File: config.mk
export PLATFORM = sky130hd
export DESIGN_NAME = axi_burst_shim
export DESIGN_NICKNAME = d
export VERILOG_FILES = /design/src/rtl/axi_burst_shim.sv
export SDC_FILE = /design/constraint.sdc
export NUM_CORES = 1
export LEC_CHECK = 0
export BUFFER_PORTS_ARGS = -buffer_cell sky130_fd_sc_hd__buf_2
export CORE_AREA = 2 2 504 506
export DETAILED_ROUTE_END_ITERATION = 7
export DIE_AREA = 0 0 506 508
export HOLD_SLACK_MARGIN = 0.03
export PLACE_DENSITY = 0.3
export SYNTH_ARGS = -nofsm -noshare
export SYNTH_HDL_FRONTEND = slang
export SYNTH_SLANG_ARGS = --single-unit
export TNS_END_PERCENT = 50
File: constraint.sdc
create_clock -name clk_i -period 3.9 [get_ports clk_i]
set_input_delay 0.78 -clock clk_i [delete_from_list [all_inputs] [get_ports clk_i]]
set_output_delay 0.78 -clock clk_i [all_outputs]
set_load 0.05 [all_outputs]
File: src/rtl/axi_burst_shim.sv
// Bridges a simple grant-based read/write request interface onto AXI4.
// Writes are buffered so the requester is released on grant; reads and responses pass through.

package riscv;
  localparam int unsigned XLEN = 64;
endpackage

package ariane_axi;
  localparam int unsigned AddrWidth = 64;
  localparam int unsigned DataWidth = 64;
  localparam int unsigned IdWidth   = 4;
  localparam int unsigned UserWidth = riscv::XLEN;
  localparam int unsigned StrbWidth = DataWidth / 8;

  typedef struct packed {
    logic [IdWidth-1:0]   id;
    logic [AddrWidth-1:0] addr;
    logic [7:0]           len;
    logic [2:0]           size;
    logic [1:0]           burst;
    logic                 lock;
    logic [3:0]           cache;
    logic [2:0]           prot;
    logic [3:0]           qos;
    logic [3:0]           region;
    logic [5:0]           atop;
    logic [UserWidth-1:0] user;
  } aw_chan_t;

  typedef struct packed {
    logic [DataWidth-1:0] data;
    logic [StrbWidth-1:0] strb;
    logic                 last;
    logic [UserWidth-1:0] user;
  } w_chan_t;

  typedef struct packed {
    logic [IdWidth-1:0]   id;
    logic [1:0]           resp;
    logic [UserWidth-1:0] user;
  } b_chan_t;

  typedef struct packed {
    logic [IdWidth-1:0]   id;
    logic [AddrWidth-1:0] addr;
    logic [7:0]           len;
    logic [2:0]           size;
    logic [1:0]           burst;
    logic                 lock;
    logic [3:0]           cache;
    logic [2:0]           prot;
    logic [3:0]           qos;
    logic [3:0]           region;
    logic [UserWidth-1:0] user;
  } ar_chan_t;

  typedef struct packed {
    logic [IdWidth-1:0]   id;
    logic [DataWidth-1:0] data;
    logic [1:0]           resp;
    logic                 last;
    logic [UserWidth-1:0] user;
  } r_chan_t;

  typedef struct packed {
    aw_chan_t aw;
    logic     aw_valid;
    w_chan_t  w;
    logic     w_valid;
    logic     b_ready;
    ar_chan_t ar;
    logic     ar_valid;
    logic     r_ready;
  } req_t;

  typedef struct packed {
    logic     aw_ready;
    logic     ar_ready;
    logic     w_ready;
    logic     b_valid;
    b_chan_t  b;
    logic     r_valid;
    r_chan_t  r;
  } resp_t;
endpackage

module axi_burst_shim #(
  parameter int unsigned AxiAddrWidth   = 64,
  parameter int unsigned AxiDataWidth   = 64,
  parameter int unsigned AxiIdWidth     = 4,
  parameter int unsigned AxiNumWords    = 4,
  parameter int unsigned MaxOutstanding = 4,
  parameter type         axi_req_t      = ariane_axi::req_t,
  parameter type         axi_rsp_t      = ariane_axi::resp_t,
  // A single-word configuration still needs a 1-bit length field.
  localparam int unsigned BlenW = (AxiNumWords > 1) ? $clog2(AxiNumWords) : 1,
  localparam int unsigned OutW  = $clog2(MaxOutstanding + 1)
) (
  input  logic                                     clk_i,
  input  logic                                     rst_ni,
  input  logic                                     rd_req_i,
  output logic                                     rd_gnt_o,
  input  logic [AxiAddrWidth-1:0]                  rd_addr_i,
  input  logic [BlenW-1:0]                         rd_blen_i,
  input  logic [2:0]                               rd_size_i,
  input  logic [AxiIdWidth-1:0]                    rd_id_i,
  input  logic                                     rd_lock_i,
  input  logic                                     rd_rdy_i,
  output logic                                     rd_valid_o,
  output logic                                     rd_last_o,
  output logic [AxiDataWidth-1:0]                  rd_data_o,
  output logic [AxiIdWidth-1:0]                    rd_id_o,
  output logic                                     rd_exokay_o,
  input  logic                                     wr_req_i,
  output logic                                     wr_gnt_o,
  input  logic [AxiAddrWidth-1:0]                  wr_addr_i,
  input  logic [AxiNumWords-1:0][AxiDataWidth-1:0] wr_data_i,
  input  logic [AxiNumWords-1:0][AxiDataWidth/8-1:0] wr_be_i,
  input  logic [BlenW-1:0]                         wr_blen_i,
  input  logic [2:0]                               wr_size_i,
  input  logic [AxiIdWidth-1:0]                    wr_id_i,
  input  logic                                     wr_lock_i,
  input  logic [5:0]                               wr_atop_i,
  input  logic                                     wr_rdy_i,
  output logic                                     wr_valid_o,
  output logic [AxiIdWidth-1:0]                    wr_id_o,
  output logic                                     wr_exokay_o,
  output axi_req_t                                 axi_req_o,
  input  axi_rsp_t                                 axi_resp_i,
  input  logic [riscv::XLEN-1:0]                   patid_i,
  output logic [OutW-1:0]                          rd_outstanding_o,
  output logic [OutW-1:0]                          wr_outstanding_o
);

  localparam logic [OutW-1:0] MaxOut = OutW'(MaxOutstanding);
  localparam logic [1:0]      RespExOkay = 2'b01;

  typedef enum logic {IDLE, BUSY} wr_state_e;

  wr_state_e r_state, w_state_nxt;

  logic [AxiAddrWidth-1:0]                    r_addr;
  logic [AxiNumWords-1:0][AxiDataWidth-1:0]   r_data;
  logic [AxiNumWords-1:0][AxiDataWidth/8-1:0] r_be;
  logic [BlenW-1:0]                           r_blen;
  logic [2:0]                                 r_size;
  logic [AxiIdWidth-1:0]                      r_id;
  logic                                       r_lock;
  logic [5:0]                                 r_atop;
  logic                                       r_aw_done, r_w_done;
  logic [BlenW-1:0]                           r_cnt;
  logic [OutW-1:0]                            r_wr_out, r_rd_out;

  logic w_wr_gnt, w_aw_valid, w_w_valid, w_aw_fire, w_w_fire, w_w_last;
  logic w_b_fire, w_ar_valid, w_ar_fire, w_r_last_fire;
  logic w_unused;

  assign w_aw_valid    = (r_state == BUSY) & ~r_aw_done;
  assign w_w_valid     = (r_state == BUSY) & ~r_w_done;
  assign w_aw_fire     = w_aw_valid & axi_resp_i.aw_ready;
  assign w_w_fire      = w_w_valid & axi_resp_i.w_ready;
  assign w_w_last      = (r_cnt == r_blen);
  assign w_b_fire      = axi_resp_i.b_valid & wr_rdy_i;
  assign w_ar_valid    = rd_req_i & (r_rd_out < MaxOut);
  assign w_ar_fire     = w_ar_valid & axi_resp_i.ar_ready;
  assign w_r_last_fire = axi_resp_i.r_valid & rd_rdy_i & axi_resp_i.r.last;
  assign w_unused      = ^{axi_resp_i.b.user, axi_resp_i.r.user};

  always_comb begin
    w_state_nxt = r_state;
    w_wr_gnt    = 1'b0;
    case (r_state)
      IDLE: begin
        // Gated by reset so no grant is visible while the block is held in reset.
        w_wr_gnt = rst_ni & wr_req_i & (r_wr_out < MaxOut);
        if (w_wr_gnt) w_state_nxt = BUSY;
      end
      BUSY: begin
        if ((r_aw_done | w_aw_fire) & (r_w_done | (w_w_fire & w_w_last)))
          w_state_nxt = IDLE;
      end
      default: w_state_nxt = IDLE;
    endcase
  end

  always_ff @(posedge clk_i or negedge rst_ni) begin
    if (!rst_ni) begin
      r_state   <= IDLE;
      r_addr    <= '0;
      r_data    <= '0;
      r_be      <= '0;
      r_blen    <= '0;
      r_size    <= '0;
      r_id      <= '0;
      r_lock    <= 1'b0;
      r_atop    <= '0;
      r_aw_done <= 1'b0;
      r_w_done  <= 1'b0;
      r_cnt     <= '0;
    end else begin
      r_state <= w_state_nxt;
      if (w_wr_gnt) begin
        r_addr    <= wr_addr_i;
        r_data    <= wr_data_i;
        r_be      <= wr_be_i;
        r_blen    <= wr_blen_i;
        r_size    <= wr_size_i;
        r_id      <= wr_id_i;
        r_lock    <= wr_lock_i;
        r_atop    <= wr_atop_i;
        r_aw_done <= 1'b0;
        r_w_done  <= 1'b0;
        r_cnt     <= '0;
      end else if (r_state == BUSY) begin
        if (w_aw_fire) r_aw_done <= 1'b1;
        if (w_w_fire) begin
          r_cnt <= r_cnt + BlenW'(1);
          if (w_w_last) r_w_done <= 1'b1;
        end
      end
    end
  end

  // Read count floors at zero: R bursts returned for atomics were never counted on AR.
  always_ff @(posedge clk_i or negedge rst_ni) begin
    if (!rst_ni) begin
      r_wr_out <= '0;
      r_rd_out <= '0;
    end else begin
      case ({w_aw_fire, w_b_fire})
        2'b10:   r_wr_out <= r_wr_out + OutW'(1);
        2'b01:   r_wr_out <= r_wr_out - OutW'(1);
        default: r_wr_out <= r_wr_out;
      endcase
      case ({w_ar_fire, w_r_last_fire})
        2'b10:   r_rd_out <= r_rd_out + OutW'(1);
        2'b01:   if (r_rd_out != '0) r_rd_out <= r_rd_out - OutW'(1);
        default: r_rd_out <= r_rd_out;
      endcase
    end
  end

  always_comb begin
    axi_req_o          = '0;
    axi_req_o.aw.id    = r_id;
    axi_req_o.aw.addr  = r_addr;
    axi_req_o.aw.len   = 8'(r_blen);
    axi_req_o.aw.size  = r_size;
    axi_req_o.aw.burst = 2'b01;
    axi_req_o.aw.lock  = r_lock;
    axi_req_o.aw.cache = 4'b0010;
    axi_req_o.aw.atop  = r_atop;
    axi_req_o.aw.user  = patid_i;
    axi_req_o.aw_valid = w_aw_valid;
    axi_req_o.w.data   = r_data[r_cnt];
    axi_req_o.w.strb   = r_be[r_cnt];
    axi_req_o.w.last   = w_w_last;
    axi_req_o.w_valid  = w_w_valid;
    axi_req_o.b_ready  = wr_rdy_i;
    axi_req_o.ar.id    = rd_id_i;
    axi_req_o.ar.addr  = rd_addr_i;
    axi_req_o.ar.len   = 8'(rd_blen_i);
    axi_req_o.ar.size  = rd_size_i;
    axi_req_o.ar.burst = 2'b01;
    axi_req_o.ar.lock  = rd_lock_i;
    axi_req_o.ar.cache = 4'b0010;
    axi_req_o.ar.user  = patid_i;
    axi_req_o.ar_valid = w_ar_valid;
    axi_req_o.r_ready  = rd_rdy_i;
  end

  assign wr_gnt_o         = w_wr_gnt;
  assign wr_valid_o       = axi_resp_i.b_valid;
  assign wr_id_o          = axi_resp_i.b.id;
  assign wr_exokay_o      = (axi_resp_i.b.resp == RespExOkay);
  assign rd_gnt_o         = w_ar_fire;
  assign rd_valid_o       = axi_resp_i.r_valid;
  assign rd_last_o        = axi_resp_i.r.last;
  assign rd_data_o        = axi_resp_i.r.data;
  assign rd_id_o          = axi_resp_i.r.id;
  assign rd_exokay_o      = (axi_resp_i.r.resp == RespExOkay);
  assign wr_outstanding_o = r_wr_out;
  assign rd_outstanding_o = r_rd_out;

endmodule

# Word-level counts from Yosys, hierarchy flattened
# Cells that the tools add are included.
# W data, S select, Z words.
# word_totals
ff_bits	379
latchBits	0
ram_bits	0
mem_bits_ro	0
wordCells	86
mem_count	0
# op_classes
add_sub_neg	5
mul	0
n_div	0
magnitude_cmp	3
n_eq_ne	8
shift	0
muxes	21
n_bitwise	18
n_reduce_logical	11
# ops
operator	n
$bmux W64 S2	1
$mux W64	1
$bmux W8 S2	1
$and A1 B1 Y1	13
$pmux W3 S2	2
$reduce_bool A2 Y1	6
$mux W1	10
$eq A2 B1 Y1 const B	4
$mux W8	1
$add A3 B1 Y3 const B	2
$lt A3 B3 Y1 const B	2
$mux W2	3
$reduce_and A2 Y1	3
$sub A3 B1 Y3 const B	2
$eq A2 B2 Y1 const B	2
$lt A2 B3 Y1 const B	1
$mux W3	1
$not A1 Y1	3
$reduce_and A3 Y1	1
$reduce_bool A3 Y1	1
$add A2 B1 Y2 const B	1
$eq A2 B2 Y1	1
$ne A2 B2 Y1 const B	1
$or A1 B1 Y1	2
$pmux W1 S2	1

# Logic depth before layout (Yosys ltp)
# Gate-level depths: netlist (run 1).
# depth
ltp_word	8
depth_mapped	8
ltp_nobuf	8

# Worst setup path after synthesis (run 1)
# OpenSTA, ideal clock, no wires.
# synth_path
path_type	input-to-output
startpoint	input port axi_resp_i[65] (netlist name)
endpoint	output port rd_exokay_o
arrival_time_ns	1.487
required_time_ns	3.120
slack_ns	1.633
path_stages	1
n_path_buf	0
cell_sequence	nor2b_1
# synth_via
elab_chain_cells	1
# synth_rtl
element	line_no	text
start: declaration	129	input axi_rsp_t axi_resp_i,
$eq A2 B1 Y1	281	assign rd_exokay_o = (axi_resp_i.r.resp == RespExOkay);
end: declaration	113	output logic rd_exokay_o,
# Every way passes these cells.

==> flow_summary.toml, run 1 <==
[detailed_routing]
drc_errors = 0
drt_iter0_drc = 727
wl_um = 92900
antenna_left = 0
first_pass_iters = 4
vias = 14500
vias_per_cell = 2.50
wl_per_cell_um = 16.1

[synthesis]
netlist_area_sq_um = 19100
ys_seq_area_frac = 0.496
synth.area.mux_share = 0.0858
syn_avg_cell_area_sq_um = 9.09
synth_cell_types = 30
yosysWarningCount = 0
ys_seq_elements = 379
synth_compound_area_frac = 0.00320
synth-xor-area-share = 0.00366
synth-adder-area-share = 0.00235
synth_top_family_by_area = "simple AND/OR/NAND/NOR gates"
yosys.area_share.simple = 0.224
synthCells = 2106

[sta]
finalSetupTns_ns = 0
worstMarginPinSlew_ns = 0.968
fmax_ghz = 0.298
drv_slew = 0
min_period_over_period = 0.859
hold_viol_final = 0
timing.final.crit_period_ns = 3.35
rsz0062_at_grt = "false"
holdWs_ns = 0.251
setup_slack_ns = 0.549
max_slew_margin = 0.355
finalSetupViolations = 0
clock_skew_ns = 0.0336

[job]
maxCapViolCount = 0

[global_routing]
grt-ovfl-total = 0
antenna_found_initial = 62
grt_max_degree = 148
grt_pass1_wl_um = 127000
grt_pass1_vias = 15100
grt_usage = 0.0702

[floorplan]
die_width_um = 506
start_util = 0.0758
core_sq_um = 252000
num_rows = 185
ios = 1277
die-area_sq_um = 257000
die_y_um = 508

[layout]
fin_nets = 3094
final_cell_mix = "1,110 x nand2_1, 553 x buf_2, 377 x dfrtp_1"
area_delta_synth_final_pct = 33.3
fillerInstances = 29400
regArea_sq_um = 9490
multi_input_area_sq_um = 6540
mostFrequentLayoutCell = "nand2_1"
drive_gt1_frac = 0.313

[clocking]
postCtsResizedCells = 0
htreeDepth = 2
clock_path_buffers = 3
cts_tree = "done"
clock_latency_ns = 0.72
cts_buffers = 60
clk_pin_slew_ns = 0.06
post-cts-setup-buffer-count = 0
clock-sinks = 379
cts_root_buf = "clkbuf_16"

[critical_path]
crit_fanout = 34
cp.arrival_ns = 2.57
crit_path_end_kind = "output pin"
critical_path_class = "reg -> out"
cp.required_ns = 3.12
crit_slowest_cell = "mux4_2"
slowest_delay_ns = 0.70
start_kind = "flip-flop"
crit_chain = "buf_12 > mux4_2 > buf_2"

[status]
outcome = "finished clean"

[pwr]
vdd_drop_max_mv = 0.434
p_leak_nw = 12.2
powerDensity_nw_per_um2 = 890

[place]
dpl.hpwl_um = 70900
gp_congestion = 0.739
port-buffer-count = 554
dp_slack_ns = 1.12

[worst_hold_path]
hp-class = "in -> reg"
==> Yosys cell counts (all sizes together) <==
cell type | instances | area share
nand2 | 1110 | 0.22
buf | 471 | 0.18
dfrtp | 379 | 0.50
mux4 | 72 | 0.085
clkbuf | 22 | 0.0043
nor2 | 9 | 0.0020
xor2 | 7 | 0.0032
inv | 5 | 0.00098
nor2b | 5 | 0.0016
nand3 | 4 | 0.0010
o21ai | 4 | 0.0010
and2 | 2 | 0.00078
conb | 2 | 0.00039
ha | 2 | 0.0013
mux2i | 2 | 0.0010
a21oi | 1 | 0.00026
a221o | 1 | 0.00052
a32o | 1 | 0.00052
and3 | 1 | 0.00033
and3b | 1 | 0.00046
fa | 1 | 0.0010
nor4b | 1 | 0.00046
o21a | 1 | 0.00039
o221ai | 1 | 0.00046
xnor2 | 1 | 0.00046
==> registers in the layout (all words and copies together) (netlist names) <==
name,flops
r_addr,64
r_atop,6
r_aw_done,1
r_be,32
r_blen,2
r_cnt,2
r_data,256
r_id,4
r_lock,1
r_size,3
r_state,1
r_w_done,1
rd_outstanding_o,3
wr_outstanding_o,3
==> area by class of cell <==
cell class,instances,share of cell area
repair buffers,586,0.124
well taps,3366,0.165
inverters,5,0.00103
flip-flops and latches,379,0.372
diodes,11,0.00108
clock inverters,24,0.0152
multi-input cells,1337,0.256
clock buffers,81,0.0651
==> critical path, delay by kind of cell, from the launching register on <==
kind / cells / cell delay (ns)
muxes: 1 / 0.70
buffers and inverters: 2 / 0.58
DFF: 1 / 0.44
==> what timing repair did <==
item | CTS | global route
hold buffers | 1 | 0
endpoints found under the setup margin | 0 | 0
hold endpoints to repair | 32 | 0
==> metrics by stage <==
step / area [sq um] / std cells / power (mW) / utilization
after detailed placement: 23400 / 5672 / 17.4 / 0.0928
after global placement: 23400 / 5672 / 17.4 / 0.0928
final: 25500 / 5789 / 22.7 / 0.101
after floorplan: 19500 / 2214 / 14.9 / -
after CTS: 25500 / 5778 / 23.5 / 0.101
after global routing: 25500 / 5781 / 24.3 / 0.101
==> logic make-up after synthesis <==
family                   Yosys count
flip-flops                       379
XOR/XNOR                           8
AND/OR/NAND/NOR                 1133
AO/OA/AOI/OAI                      9
adder cells (fa/ha/maj)            3
other                              2
multiplexers                      74
buffers and inverters            498
==> routing by layer <==
layer  GRT usage  share of wire  vias to the layer above
met5     0.00389         0.0032                        -
li1            -              -                     6581
met2       0.111           0.44                      750
met1      0.0772           0.38                     6784
met3      0.0338           0.11                      350
met4      0.0385          0.064                       24
==> where the power goes <==
part / leakage, nW / internal, mW / total (mW) / switching [mW]
clock network: 0.967 / 3.44 / 5.73 / 2.29
logic: 6.55 / 2.79 / 10.1 / 7.35
registers: 4.72 / 5.77 / 6.84 / 1.07
==> path summary, 6_finish.rpt <==
| path | startpoint | slack [ns] | to | cells past startpoint |
|---|---|---|---|---|
| setup / recovery | r_cnt[0] | 0.55 | axi_req_o[236] | 3 |
| hold / removal | wr_data_i[197] | 0.25 | r_data[197] | 3 |
| setup reg to reg | r_state | 1.58 | r_size[0] | 6 |
| hold reg to reg | r_be[25] | 0.47 | r_be[25] | 2 |
| max in group asynchronous | rst_ni | 1.65 | r_size[0] | 4 |
| min in group asynchronous | rst_ni | 0.55 | r_data[31] | 2 |
No activity file was read; power rests on OpenSTA's default activity.
==> inputs of run 2 (changes only) <==
--- a/config.mk
+++ b/config.mk
@@ -6,9 +6,9 @@
 export NUM_CORES = 1
 export LEC_CHECK = 0
 export BUFFER_PORTS_ARGS = -buffer_cell sky130_fd_sc_hd__buf_2
-export CORE_AREA = 2 2 504 506
+export CORE_AREA = 4 4 491 493
 export DETAILED_ROUTE_END_ITERATION = 7
-export DIE_AREA = 0 0 506 508
+export DIE_AREA = 0 0 495 497
 export HOLD_SLACK_MARGIN = 0.03
 export PLACE_DENSITY = 0.3
 export SYNTH_ARGS = -nofsm -noshare
==> constraint.sdc (replaced) <==
create_clock -name clk_i -period 3.9 [get_ports clk_i]
set_input_delay 0.78 -clock clk_i [delete_from_list [all_inputs] [get_ports clk_i]]
set_output_delay 0.78 -clock clk_i [all_outputs]
set_load 0.02 [all_outputs]
==> run 2 against run 1 <==
Compared with the run above:
- first-iteration DRC count decreased by 15%
- routed wire length increased by 0.80%
- sequential share of layout area increased by 0.63 points
- utilization increased by 0.48 points
- largest power group unchanged
==> flow_summary.toml, run 2 (synthesized netlist as in run 1, its figures left out) <==
[sta]
worstMarginPinSlew_ns = 0.958
finalSetupTns_ns = 0
fmax_ghz = 0.280
clock_skew_ns = 0.0330
finalSetupViolations = 0
hold_viol_final = 0
timing.final.crit_period_ns = 3.57
min_period_over_period = 0.914
rsz0062_at_grt = "false"
max_slew_margin = 0.362
drv_slew = 0

[floorplan]
core_sq_um = 237000
die_y_um = 497
die_width_um = 495
start_util = 0.0808
ios = 1277
die-area_sq_um = 246000
num_rows = 179

[clocking]
cts_root_buf = "clkbuf_16"
cts_tree = "done"
cts_buffers = 56
post-cts-setup-buffer-count = 0
clk_pin_slew_ns = 0.06
clock_latency_ns = 0.68
clock-sinks = 379
htreeDepth = 2
clock_path_buffers = 3

[critical_path]
crit_fanout = 45
cp.arrival_ns = 2.79
start_kind = "input pin"
critical_path_class = "in -> out"
cp.required_ns = 3.12
crit_path_end_kind = "output pin"

[layout]
top_regs = "r_data: 256 flops, r_addr: 64 flops, r_be: 32 flops"
final_cell_mix = "1,110 x nand2_1, 553 x buf_2, 377 x dfrtp_1"
fillerInstances = 27800
drive_gt1_frac = 0.311
multi_input_area_sq_um = 6540
post-route-util = 0.106
postLayoutCellArea_sq_um = 25100
area_delta_synth_final_pct = 31.1
largest_reg_flops = 256
regArea_sq_um = 9490
regMostFlops = "r_data"
fin_nets = 3089
mostFrequentLayoutCell = "nand2_1"

[detailed_routing]
first_pass_iters = 4
vias_per_cell = 2.61
wl_um = 93700
wl_per_cell_um = 16.8
vias = 14600
drt_iter0_drc = 615
drc_errors = 0
antenna_left = 0

[global_routing]
grt_pass1_vias = 15500
grt_pass1_wl_um = 127000
grt_max_degree = 149
grt_usage = 0.0732
grt-ovfl-total = 0
antenna_found_initial = 42

[pwr]
powerDensity_nw_per_um2 = 790
finalPower_mw = 19.8
p_leak_nw = 12.2
vdd_drop_max_mv = 0.361

[status]
outcome = "finished clean"

[job]
maxCapViolCount = 0

[place]
port-buffer-count = 554
dpl.hpwl_um = 73000
gp_congestion = 0.729
placed_area_sq_um = 23200

[worst_hold_path]
hp-class = "in -> reg"
-- run 2: changes by cell type in the layout (fill, tap and decap cells not counted), moves of 2 or more --
| cell | delta |
|---|---|
| clkinvlp_4 | -5 |
| clkbuf_16 | -4 |
| bufinv_16 | -3 |
| clkbuf_8 | +3 |
| clkinv_2 | +3 |
| buf_4 | -2 |
| inv_16 | +2 |
-- run 2: metal layers --
metal,track usage,routed length [um],vias to the layer above
met2,0.122,43400,739
li1,-,-,6576
met4,0.0331,5120,14
met1,0.0791,34900,6921
met3,0.0331,10100,305
met5,0,104,-
-- run 2: final cells by class --
| class | count | share of cell area |
|---|---|---|
| repair buffers | 585 | 0.126 |
| clock inverters | 18 | 0.0104 |
| diodes | 11 | 0.00110 |
| flip-flops and latches | 379 | 0.378 |
| inverters | 5 | 0.00125 |
| multi-input cells | 1337 | 0.261 |
| well taps | 3167 | 0.158 |
| clock buffers | 80 | 0.0639 |
-- run 2: per-stage QoR --
step | setup slack [ns] | hold slack, ns | cells
finish | 0.335 | 0.278 | 5582
global route | 0.0879 | 0.206 | 5571
CTS | 0.0416 | 0.173 | 5571
floorplan | 1.79 | 0.440 | 2214
detailed placement | 0.647 | 0.457 | 5472
global placement | 0.606 | 0.454 | 5472
-- run 2: critical path, cell delays in order --
cell and delay (ns):
dlygate4sd3_1 0.57, buf_8 0.34, nand3_4 0.41, clkinv_8 0.37, buf_2 0.26
-- run 2: final timing paths --
path                                from           to  slack [ns]  cells after the start
max in group asynchronous         rst_ni     r_cnt[0]        1.62                      4
max reg2reg                      r_state   r_addr[11]        1.42                      6
min reg2reg                      r_id[0]      r_id[0]        0.46                      2
min                        wr_addr_i[25]   r_addr[25]        0.28                      3
max                               rst_ni     wr_gnt_o        0.33                      5
min in group asynchronous         rst_ni  r_data[161]        0.63                      2
-- run 2: where the power goes --
group	internal (mW)	switching [mW]
clock	3.12	2.17
combinational	2.79	4.87
sequential	5.77	1.10
total	11.7	8.14
-- run 2: what timing repair did --
action / CTS / global route
hold endpoints to repair: 41 / 0
endpoints found under the setup margin: 0 / 1
hold buffers: 1 / 0
gates resized for setup: 0 / 1
==> inputs of run 3 (changes only) <==
--- a/config.mk
+++ b/config.mk
@@ -5,12 +5,13 @@
 export SDC_FILE = /design/constraint.sdc
 export NUM_CORES = 1
 export LEC_CHECK = 0
-export BUFFER_PORTS_ARGS = -buffer_cell sky130_fd_sc_hd__buf_2
+export BUFFER_PORTS_ARGS = -buffer_cell sky130_fd_sc_hd__buf_4
 export CORE_AREA = 4 4 491 493
 export DETAILED_ROUTE_END_ITERATION = 7
 export DIE_AREA = 0 0 495 497
 export HOLD_SLACK_MARGIN = 0.03
 export PLACE_DENSITY = 0.3
+export SLEW_MARGIN = 30
 export SYNTH_ARGS = -nofsm -noshare
 export SYNTH_HDL_FRONTEND = slang
 export SYNTH_SLANG_ARGS = --single-unit
==> run 3 against run 2 <==
Compared with the run above:
- cell count barely moved
- combinational power rose by 7.8%
- global-route usage rose by 0.090 points
- register-to-register slack improved by 0.29 ns
- sequential power rose by 1%
- non-clock buffer count fell by 9
- via count fell by 2.0%
- die area did not move
- clock-buffer cell count did not move
- critical path depth did not move
- sequential share of layout area fell by 2.1 points
- power rose by 5.0%
- highest routed layer unchanged
==> flow_summary.toml, run 3 (synthesized netlist as in run 1, its figures left out) <==
[sta]
hold_viol_final = 0
worstMarginPinSlew_ns = 0.907
timing.final.crit_period_ns = 3.33
clock_skew_ns = 0.0295
finalSetupTns_ns = 0
setup_slack_ns = 0.572
drv_slew = 0
rsz0062_at_grt = "false"
max_slew_margin = 0.395
finalSetupViolations = 0
fmax_ghz = 0.300
min_period_over_period = 0.853

[clocking]
clk_pin_slew_ns = 0.06
clock_latency_ns = 0.68
cts_tree = "done"
cts_root_buf = "clkbuf_16"
htreeDepth = 2
clock-sinks = 379
cts_buffers = 56
postCtsResizedCells = 0
post-cts-setup-buffer-count = 0
clock_path_buffers = 3

[place]
gp_congestion = 0.717
dpl.hpwl_um = 73000
dp_slack_ns = 1.04
place_inst = 5463
port-buffer-count = 554

[detailed_routing]
drt_iter0_drc = 562
vias_per_cell = 2.56
wl_um = 95000
wl_per_cell_um = 17.0
vias = 14300
drc_errors = 0
first_pass_iters = 4
antenna_left = 0

[layout]
largest_reg_flops = 256
multi_input_area_sq_um = 6540
final_cell_mix = "1,110 x nand2_1, 561 x buf_4, 377 x dfrtp_1"
fillerInstances = 27600
area_delta_synth_final_pct = 38.7
regMostFlops = "r_data"
mostFrequentLayoutCell = "nand2_1"
top_regs = "r_data: 256 flops, r_addr: 64 flops, r_be: 32 flops"
fin_nets = 3080
drive_gt1_frac = 0.313
regArea_sq_um = 9490
final-instance-count-excl-fill = 5578

[worst_hold_path]
hold_depth = 3
holdPathEnd = "r_data[27]"
hp-start = "wr_data_i[27]"
hp-class = "in -> reg"

[pwr]
finalPower_mw = 20.8
vdd_drop_max_mv = 0.321
p_leak_nw = 12.6
powerDensity_nw_per_um2 = 784

[critical_path]
timing.rr.end = "r_data[23]"
cp.arrival_ns = 2.55
crit_chain = "dlygate4sd3_1 > buf_8 > nand3_4 > inv_8 > buf_4"
r2r.worst_path.cells = 6
start_kind = "input pin"
slowest_delay_ns = 0.57
crit_fanout = 48
ff2ff_setup_slack_ns = 1.71
crit_slowest_cell = "dlygate4sd3_1"
crit_path_end_kind = "output pin"
cp.required_ns = 3.12
critical_path_class = "in -> out"
r2r-start = "r_state"

[global_routing]
grt_pass1_wl_um = 128000
grt_pass1_vias = 15100
grt_max_degree = 133
grt_usage = 0.0741
antenna_found_initial = 43
grt-ovfl-total = 0

[floorplan]
die_width_um = 495
ios = 1277
die-area_sq_um = 246000
core_sq_um = 237000
start_util = 0.0808
num_rows = 179
die_y_um = 497

[status]
outcome = "finished clean"

[job]
maxCapViolCount = 0
-- run 3: cell count changes in the layout (fill, tap and decap cells not counted), moves of 3 or more --
cell       delta
bufinv_16     +3
clkbuf_1      -6
buf_4       +543
clkinv_2      +6
clkbuf_8      +6
buf_2       -553
-- run 3: how the worst max path moves through the flow --
stage                        start        endpoint  depth (start not counted)
final                       rst_ni        wr_gnt_o                          5
after global routing        rst_ni        wr_gnt_o                          5
after CTS                 r_cnt[0]  axi_req_o[246]                          3
after detailed placement    rst_ni        wr_gnt_o                          4
after global placement      rst_ni        wr_gnt_o                          4
after floorplan           r_cnt[0]  axi_req_o[253]                          3
-- run 3: routing by layer --
layer	vias to the layer above	share of wire	GRT usage
li1	6549	-	-
met1	6704	0.37	0.0826
met2	739	0.47	0.125
met3	271	0.10	0.0285
met4	8	0.050	0.0330
met5	-	0.00052	0
-- run 3: metrics by stage --
step | hold WS, ns | cell area [sq um] | utilization
2_1_floorplan | 0.440 | 19500 | -
3_3_place_gp | 0.454 | 24500 | 0.103
3_5_place_dp | 0.457 | 24500 | 0.103
4_1_cts | 0.162 | 26500 | 0.112
5_1_grt | 0.201 | 26500 | 0.112
6_report | 0.283 | 26500 | 0.112
-- run 3: repair_timing --
action / 4_1_cts / 5_1_grt
hold buffers: 1 / 0
endpoints found under the setup margin: 0 / 0
hold endpoints to repair: 44 / 0
-- run 3: worst max-delay path: cells and delay by family --
| family | cells | cell delay, ns |
|---|---|---|
| simple gates | 1 | 0.30 |
| buf+inv | 4 | 1.42 |
-- run 3: area by class of cell --
| type | count | share of cell area |
|---|---|---|
| Multi-Input combinational cell | 1337 | 0.246 |
| Inverter | 5 | 0.000990 |
| Tap cell | 3167 | 0.149 |
| Antenna cell | 10 | 0.000943 |
| Clock buffer | 80 | 0.0626 |
| Timing Repair Buffer | 576 | 0.169 |
| Sequential cell | 379 | 0.358 |
| Clock inverter | 24 | 0.0130 |
-- run 3: report_power, final --
group | total, mW | internal (mW) | switching, mW
Sequential | 6.97 | 5.77 | 1.20
Combinational | 8.26 | 3.47 | 4.80
Clock | 5.58 | 3.42 | 2.17
Total | 20.8 | 12.7 | 8.16
